**config.mk**
```make
export PLATFORM = sky130hd
export DESIGN_NAME = main_control_fsm_flat
export DESIGN_NICKNAME = d
export VERILOG_FILES = /design/src/rtl/main_control_if.sv /design/src/rtl/main_control_fsm.sv /design/src/flat_wrapper.sv
export SDC_FILE = /design/constraint.sdc
export NUM_CORES = 1
export LEC_CHECK = 0
export ABC_AREA = 1
export BUFFER_PORTS_ARGS = -buffer_cell sky130_fd_sc_hd__buf_2
export CELL_PAD_IN_SITES_DETAIL_PLACEMENT = 1
export CELL_PAD_IN_SITES_GLOBAL_PLACEMENT = 2
export CORE_UTILIZATION = 18
export DETAILED_ROUTE_END_ITERATION = 8
export PLACE_DENSITY = 0.76
export SETUP_SLACK_MARGIN = 0.02
export SYNTH_ARGS = -nofsm -noshare
export SYNTH_HDL_FRONTEND = slang
export SYNTH_SLANG_ARGS = --single-unit
```
**constraint.sdc**
```tcl
create_clock -name clk -period 1.29 [get_ports clk]
set_clock_uncertainty 0.05 [all_clocks]
set_input_delay 0.0645 -clock clk [delete_from_list [all_inputs] [get_ports clk]]
set_output_delay 0.0645 -clock clk [all_outputs]
set_load 0.02 [all_outputs]
```
**src/rtl/main_control_if.sv**
```systemverilog
// rtl/main_control_if.sv - control-unit to datapath signal bundle for the multicycle MIPS controller
interface main_control_if;
  logic [5:0] Opcode;
  logic       mem_ready;
  logic [1:0] ALUOp;
  logic       ALUSrcA;
  logic [1:0] ALUSrcB;
  logic [1:0] PCSrc;
  logic       IorD;
  logic       RegDst;
  logic       MemtoReg;
  logic       IRWrite;
  logic       PCWrite;
  logic       Branch;
  logic       MemWrite;
  logic       RegWrite;
  logic       illegal_op;
  logic [3:0] state;

  modport master (
    input  Opcode, mem_ready,
    output ALUOp, ALUSrcA, ALUSrcB, PCSrc, IorD, RegDst, MemtoReg,
           IRWrite, PCWrite, Branch, MemWrite, RegWrite, illegal_op, state
  );

  modport slave (
    output Opcode, mem_ready,
    input  ALUOp, ALUSrcA, ALUSrcB, PCSrc, IorD, RegDst, MemtoReg,
           IRWrite, PCWrite, Branch, MemWrite, RegWrite, illegal_op, state
  );
endinterface

```
**src/rtl/main_control_fsm.sv**
```systemverilog
// rtl/main_control_fsm.sv - multicycle MIPS main controller FSM; ANDI_SUPPORT_EN enables the andi path
module main_control_fsm (
  input  logic               clk,
  input  logic               rst_n,
  main_control_if.master     ctl
);

  typedef enum logic [3:0] {
    S_FETCH    = 4'd0,
    S_DECODE   = 4'd1,
    S_MEMADR   = 4'd2,
    S_MEMREAD  = 4'd3,
    S_MEMWB    = 4'd4,
    S_MEMWRITE = 4'd5,
    S_EXECUTE  = 4'd6,
    S_ALUWB    = 4'd7,
    S_BRANCH   = 4'd8,
    S_ADDIEX   = 4'd9,
    S_IMMWB    = 4'd10,
    S_JUMP     = 4'd11,
    S_ANDIEX   = 4'd12
  } state_t;

  localparam logic [5:0] OP_RTYPE = 6'b000000;
  localparam logic [5:0] OP_J     = 6'b000010;
  localparam logic [5:0] OP_BEQ   = 6'b000100;
  localparam logic [5:0] OP_ADDI  = 6'b001000;
  localparam logic [5:0] OP_ANDI  = 6'b001100;
  localparam logic [5:0] OP_LW    = 6'b100011;
  localparam logic [5:0] OP_SW    = 6'b101011;

  state_t     r_state;
  state_t     w_next_state;
  logic [1:0] w_alu_op;
  logic       w_alu_src_a;
  logic [1:0] w_alu_src_b;
  logic [1:0] w_pc_src;
  logic       w_iord;
  logic       w_reg_dst;
  logic       w_mem_to_reg;
  logic       w_ir_write;
  logic       w_pc_write;
  logic       w_branch;
  logic       w_mem_write;
  logic       w_reg_write;
  logic       w_illegal;

  always_ff @(posedge clk or negedge rst_n) begin
    if (!rst_n) begin
      r_state <= S_FETCH;
    end else begin
      r_state <= w_next_state;
    end
  end

  always_comb begin
    w_next_state = S_FETCH;
    w_alu_op     = 2'b00;
    w_alu_src_a  = 1'b0;
    w_alu_src_b  = 2'b00;
    w_pc_src     = 2'b00;
    w_iord       = 1'b0;
    w_reg_dst    = 1'b0;
    w_mem_to_reg = 1'b0;
    w_ir_write   = 1'b0;
    w_pc_write   = 1'b0;
    w_branch     = 1'b0;
    w_mem_write  = 1'b0;
    w_reg_write  = 1'b0;
    w_illegal    = 1'b0;
    case (r_state)
      S_FETCH: begin
        w_alu_src_b  = 2'b01;
        // Fetch strobes only fire on the cycle memory actually returns the word
        w_ir_write   = ctl.mem_ready;
        w_pc_write   = ctl.mem_ready;
        w_next_state = ctl.mem_ready ? S_DECODE : S_FETCH;
      end
      S_DECODE: begin
        w_alu_src_b = 2'b11;
        case (ctl.Opcode)
          OP_LW, OP_SW: w_next_state = S_MEMADR;
          OP_RTYPE:     w_next_state = S_EXECUTE;
          OP_BEQ:       w_next_state = S_BRANCH;
          OP_ADDI:      w_next_state = S_ADDIEX;
          OP_J:         w_next_state = S_JUMP;
`ifdef ANDI_SUPPORT_EN
          OP_ANDI:      w_next_state = S_ANDIEX;
`endif
          default: begin
            w_illegal    = 1'b1;
            w_next_state = S_FETCH;
          end
        endcase
      end
      S_MEMADR: begin
        w_alu_src_a = 1'b1;
        w_alu_src_b = 2'b10;
        if (ctl.Opcode == OP_LW) begin
          w_next_state = S_MEMREAD;
        end else if (ctl.Opcode == OP_SW) begin
          w_next_state = S_MEMWRITE;
        end else begin
          w_next_state = S_FETCH;
        end
      end
      S_MEMREAD: begin
        w_iord       = 1'b1;
        w_next_state = ctl.mem_ready ? S_MEMWB : S_MEMREAD;
      end
      S_MEMWB: begin
        w_mem_to_reg = 1'b1;
        w_reg_write  = 1'b1;
      end
      S_MEMWRITE: begin
        w_iord       = 1'b1;
        w_mem_write  = 1'b1;
        w_next_state = ctl.mem_ready ? S_FETCH : S_MEMWRITE;
      end
      S_EXECUTE: begin
        w_alu_src_a  = 1'b1;
        w_alu_op     = 2'b10;
        w_next_state = S_ALUWB;
      end
      S_ALUWB: begin
        w_reg_dst   = 1'b1;
        w_reg_write = 1'b1;
      end
      S_BRANCH: begin
        w_alu_src_a = 1'b1;
        w_alu_op    = 2'b01;
        w_pc_src    = 2'b01;
        w_branch    = 1'b1;
      end
      S_ADDIEX: begin
        w_alu_src_a  = 1'b1;
        w_alu_src_b  = 2'b10;
        w_next_state = S_IMMWB;
      end
`ifdef ANDI_SUPPORT_EN
      S_ANDIEX: begin
        w_alu_src_a  = 1'b1;
        w_alu_src_b  = 2'b10;
        w_alu_op     = 2'b11;
        w_next_state = S_IMMWB;
      end
`endif
      S_IMMWB: begin
        w_reg_write = 1'b1;
      end
      S_JUMP: begin
        w_pc_src   = 2'b10;
        w_pc_write = 1'b1;
      end
      default: begin
        w_next_state = S_FETCH;
      end
    endcase
  end

  assign ctl.ALUOp    = w_alu_op;
  assign ctl.ALUSrcA  = w_alu_src_a;
  assign ctl.ALUSrcB  = w_alu_src_b;
  assign ctl.PCSrc    = w_pc_src;
  assign ctl.IorD     = w_iord;
  assign ctl.RegDst   = w_reg_dst;
  assign ctl.MemtoReg = w_mem_to_reg;
  assign ctl.state    = r_state;

  // Strobes are gated by reset so nothing writes while rst_n is low, even with mem_ready high in FETCH
  assign ctl.IRWrite    = w_ir_write  & rst_n;
  assign ctl.PCWrite    = w_pc_write  & rst_n;
  assign ctl.Branch     = w_branch    & rst_n;
  assign ctl.MemWrite   = w_mem_write & rst_n;
  assign ctl.RegWrite   = w_reg_write & rst_n;
  assign ctl.illegal_op = w_illegal   & rst_n;

endmodule

```
**src/flat_wrapper.sv**
```systemverilog
// flat-port wrapper written by rule: the top's interface ports become plain ports
module main_control_fsm_flat 
  (clk, rst_n, ctl_Opcode, ctl_mem_ready, ctl_ALUOp, ctl_ALUSrcA, ctl_ALUSrcB, ctl_PCSrc, ctl_IorD, ctl_RegDst, ctl_MemtoReg, ctl_IRWrite, ctl_PCWrite, ctl_Branch, ctl_MemWrite, ctl_RegWrite, ctl_illegal_op, ctl_state);
  main_control_if ctl_i ();
  input  logic clk;
  input  logic rst_n;
  input wire logic [$bits(ctl_i.Opcode)-1:0] ctl_Opcode;
  input wire logic [$bits(ctl_i.mem_ready)-1:0] ctl_mem_ready;
  output wire logic [$bits(ctl_i.ALUOp)-1:0] ctl_ALUOp;
  output wire logic [$bits(ctl_i.ALUSrcA)-1:0] ctl_ALUSrcA;
  output wire logic [$bits(ctl_i.ALUSrcB)-1:0] ctl_ALUSrcB;
  output wire logic [$bits(ctl_i.PCSrc)-1:0] ctl_PCSrc;
  output wire logic [$bits(ctl_i.IorD)-1:0] ctl_IorD;
  output wire logic [$bits(ctl_i.RegDst)-1:0] ctl_RegDst;
  output wire logic [$bits(ctl_i.MemtoReg)-1:0] ctl_MemtoReg;
  output wire logic [$bits(ctl_i.IRWrite)-1:0] ctl_IRWrite;
  output wire logic [$bits(ctl_i.PCWrite)-1:0] ctl_PCWrite;
  output wire logic [$bits(ctl_i.Branch)-1:0] ctl_Branch;
  output wire logic [$bits(ctl_i.MemWrite)-1:0] ctl_MemWrite;
  output wire logic [$bits(ctl_i.RegWrite)-1:0] ctl_RegWrite;
  output wire logic [$bits(ctl_i.illegal_op)-1:0] ctl_illegal_op;
  output wire logic [$bits(ctl_i.state)-1:0] ctl_state;
  assign ctl_i.Opcode = ctl_Opcode;
  assign ctl_i.mem_ready = ctl_mem_ready;
  assign ctl_ALUOp = ctl_i.ALUOp;
  assign ctl_ALUSrcA = ctl_i.ALUSrcA;
  assign ctl_ALUSrcB = ctl_i.ALUSrcB;
  assign ctl_PCSrc = ctl_i.PCSrc;
  assign ctl_IorD = ctl_i.IorD;
  assign ctl_RegDst = ctl_i.RegDst;
  assign ctl_MemtoReg = ctl_i.MemtoReg;
  assign ctl_IRWrite = ctl_i.IRWrite;
  assign ctl_PCWrite = ctl_i.PCWrite;
  assign ctl_Branch = ctl_i.Branch;
  assign ctl_MemWrite = ctl_i.MemWrite;
  assign ctl_RegWrite = ctl_i.RegWrite;
  assign ctl_illegal_op = ctl_i.illegal_op;
  assign ctl_state = ctl_i.state;
  main_control_fsm u_core (.clk(clk), .rst_n(rst_n), .ctl(ctl_i));
endmodule
```
==> results.toml <==
[worst_hold_path]
hold_class = "primary input to flip-flop"

[finish]
antenna_cells = 0
fin_cells = 168
syn2layout_area_growth_pct = 95.76
utilization = 0.3859
seq_area_um2 = 105.1
largest_reg_flops = 4
n_fill_cell = 345
drive_gt1_frac = 0.5797
nNetsFinal = 148
stdcell_area_um2 = 982.2
multi_input_area_um2 = 416.7

[power]
fin_total_pwr_mw = 0.5923
powerDensity_nw_per_um2 = 603.0
cellLeakagePower_nw = 0.5429
vdd.ir_drop.worst_mv = 0.2501

[flow_run]
cap_violations = 0

[logic_synthesis]
postSynthCellCount = 94
yosys_register_bits = 4
synth-edff-count = 0
synth_common_cells = "inv_1, nand2_1, nor2_1"
synth_area_um2 = 501.7
syn_avg_cell_area_um2 = 5.338
synth-seq-area-share = 0.1995
synth_top_area_share = 0.1995
synth_cell_types = 15
synth_top_flop_cell = "dfrtp_1"
synth_warnings = 0
yosys.area.top_type = "dfrtp_1"
async_flop_share = 1.000
synth_nets = 103
synthTopCellsByArea = "dfrtp_1, inv_1, nand2_1"

[critical_path]
critPathKind = "flip-flop to output port"
crit_fanout = 6
endpoint_kind = "output port"
arrival_ps = 1370
start_kind = "flip-flop"
required_ps = 1180

[drt]
routedWlPerCell_um = 11.95
antenna_left = 0
drc_errors = 0
routed_via_density = 4.554
dr.pass1.iters = 2
drtIter0Drc = 5
wl_mm = 2.007
dr_total_vias = 765

[die]
die-width_um = 54.80
initial_core_util = 0.1971
io_pins = 29
die_y_um = 54.80
rows = 18
coreArea_um2 = 2545
die_area_um2 = 3002

[global_route]
grt_use_total = 0.1513
antenna_found_initial = 0
grt_pass1_wl_mm = 3.077
grt_max_degree = 8
grt_pass1_vias = 739
grt-ovfl-total = 0

[clock_network]
path_clk_slew_ps = 40
cts_tree = "built"
clock_latency_ps = 240
clock_sinks = 4
numCtsBuffers = 3
cts-root-buf = "clkbuf_4"
clockBufferDepth = 2
htreeDepth = 1

[sta]
slew_violations = 0
worstMarginPinSlew_ps = 222.6
period_share = 1.147
hold_ws_ps = 114.2
hold_viol_final = 0
setup_viol = 15
fin_ws_ps = -190.2
setup-tns-final_ps = -1447
post-route-min-period_ps = 1480
rsz0062_at_grt = "yes"
fmax_mhz = 675.6
slew_headroom = 0.8511

[place]
pre_cts_slack_ps = 12.52
port_buffers = 28
hpwl_mm = 1.569
place_congestion = 0.7769
placed_area_um2 = 729.5
dp.cells = 156

[status]
failed_checks = "setup timing"
status = "finished with violations"
## layout make-up
type,count,area share
sequential,4,0.1070
clock buffer,4,0.02675
tap,30,0.03822
timing repair buffer,41,0.3210
inverter,21,0.08280
multi-input combinational,68,0.4242
## logic make-up after synthesis
family	count (synthesis)	synth area share
buf+inv	22	0.1721
simple gates	62	0.5686
compound gates	6	0.05983
flops	4	0.1995
## final timing paths
path	start	to	slack, ps	depth (start not counted)
setup / recovery	u_core.ctl.state[1]	ctl_ALUSrcA	-190	6
hold / removal	ctl_Opcode[3]	u_core.ctl.state[3]	110	4
setup reg to reg	u_core.ctl.state[0]	u_core.ctl.state[1]	-10	7
hold reg to reg	u_core.ctl.state[1]	u_core.ctl.state[3]	690	3
max in group asynchronous	rst_n	u_core.ctl.state[1]	740	2
min in group asynchronous	rst_n	u_core.ctl.state[3]	240	2
## timing repair
action / 4_1_cts / 5_1_grt
endpoints found under the hold margin: 4 / 0
setup buffers: 4 / 3
pin swaps: 1 / 2
resized for setup: 24 / 36
hold buffers: 1 / 0
endpoints found under the setup margin: 15 / 19
gates cloned: 0 / 0
## routing by layer
metal  vias up  share of wire  track usage
met4         0          0.026      0.09402
met1       351           0.35       0.1358
met2        30           0.54       0.2851
li1        377              -            -
met3         7          0.077      0.05000
met5         -              0            0
## worst max-delay path: stages, from the launching register on
cell and delay [ps]:
dfrtp_2 460, nor2_4 180, inv_2 70, nor2_4 130, nor2_1 70, nand3_1 70, buf_4 140
## cells in the final DEF, fill, tap and decap left out, drive strengths merged, types with 4 or more instances in the layout
cell type / Yosys / final
buf: 1 / 40
clkbuf: 0 / 4
dfrtp: 4 / 4
inv: 21 / 21
nand2: 19 / 19
nand3: 12 / 12
nand4: 4 / 4
nor2: 24 / 24
o21ai: 6 / 6
## report_power, final
group / switching [mW] / total (mW) / internal (mW)
logic: 0.158 / 0.267 / 0.110
clock network: 0.0556 / 0.172 / 0.116
registers: 0.0183 / 0.153 / 0.135
total: 0.232 / 0.592 / 0.361
No activity file was read; power rests on OpenSTA's default activity.
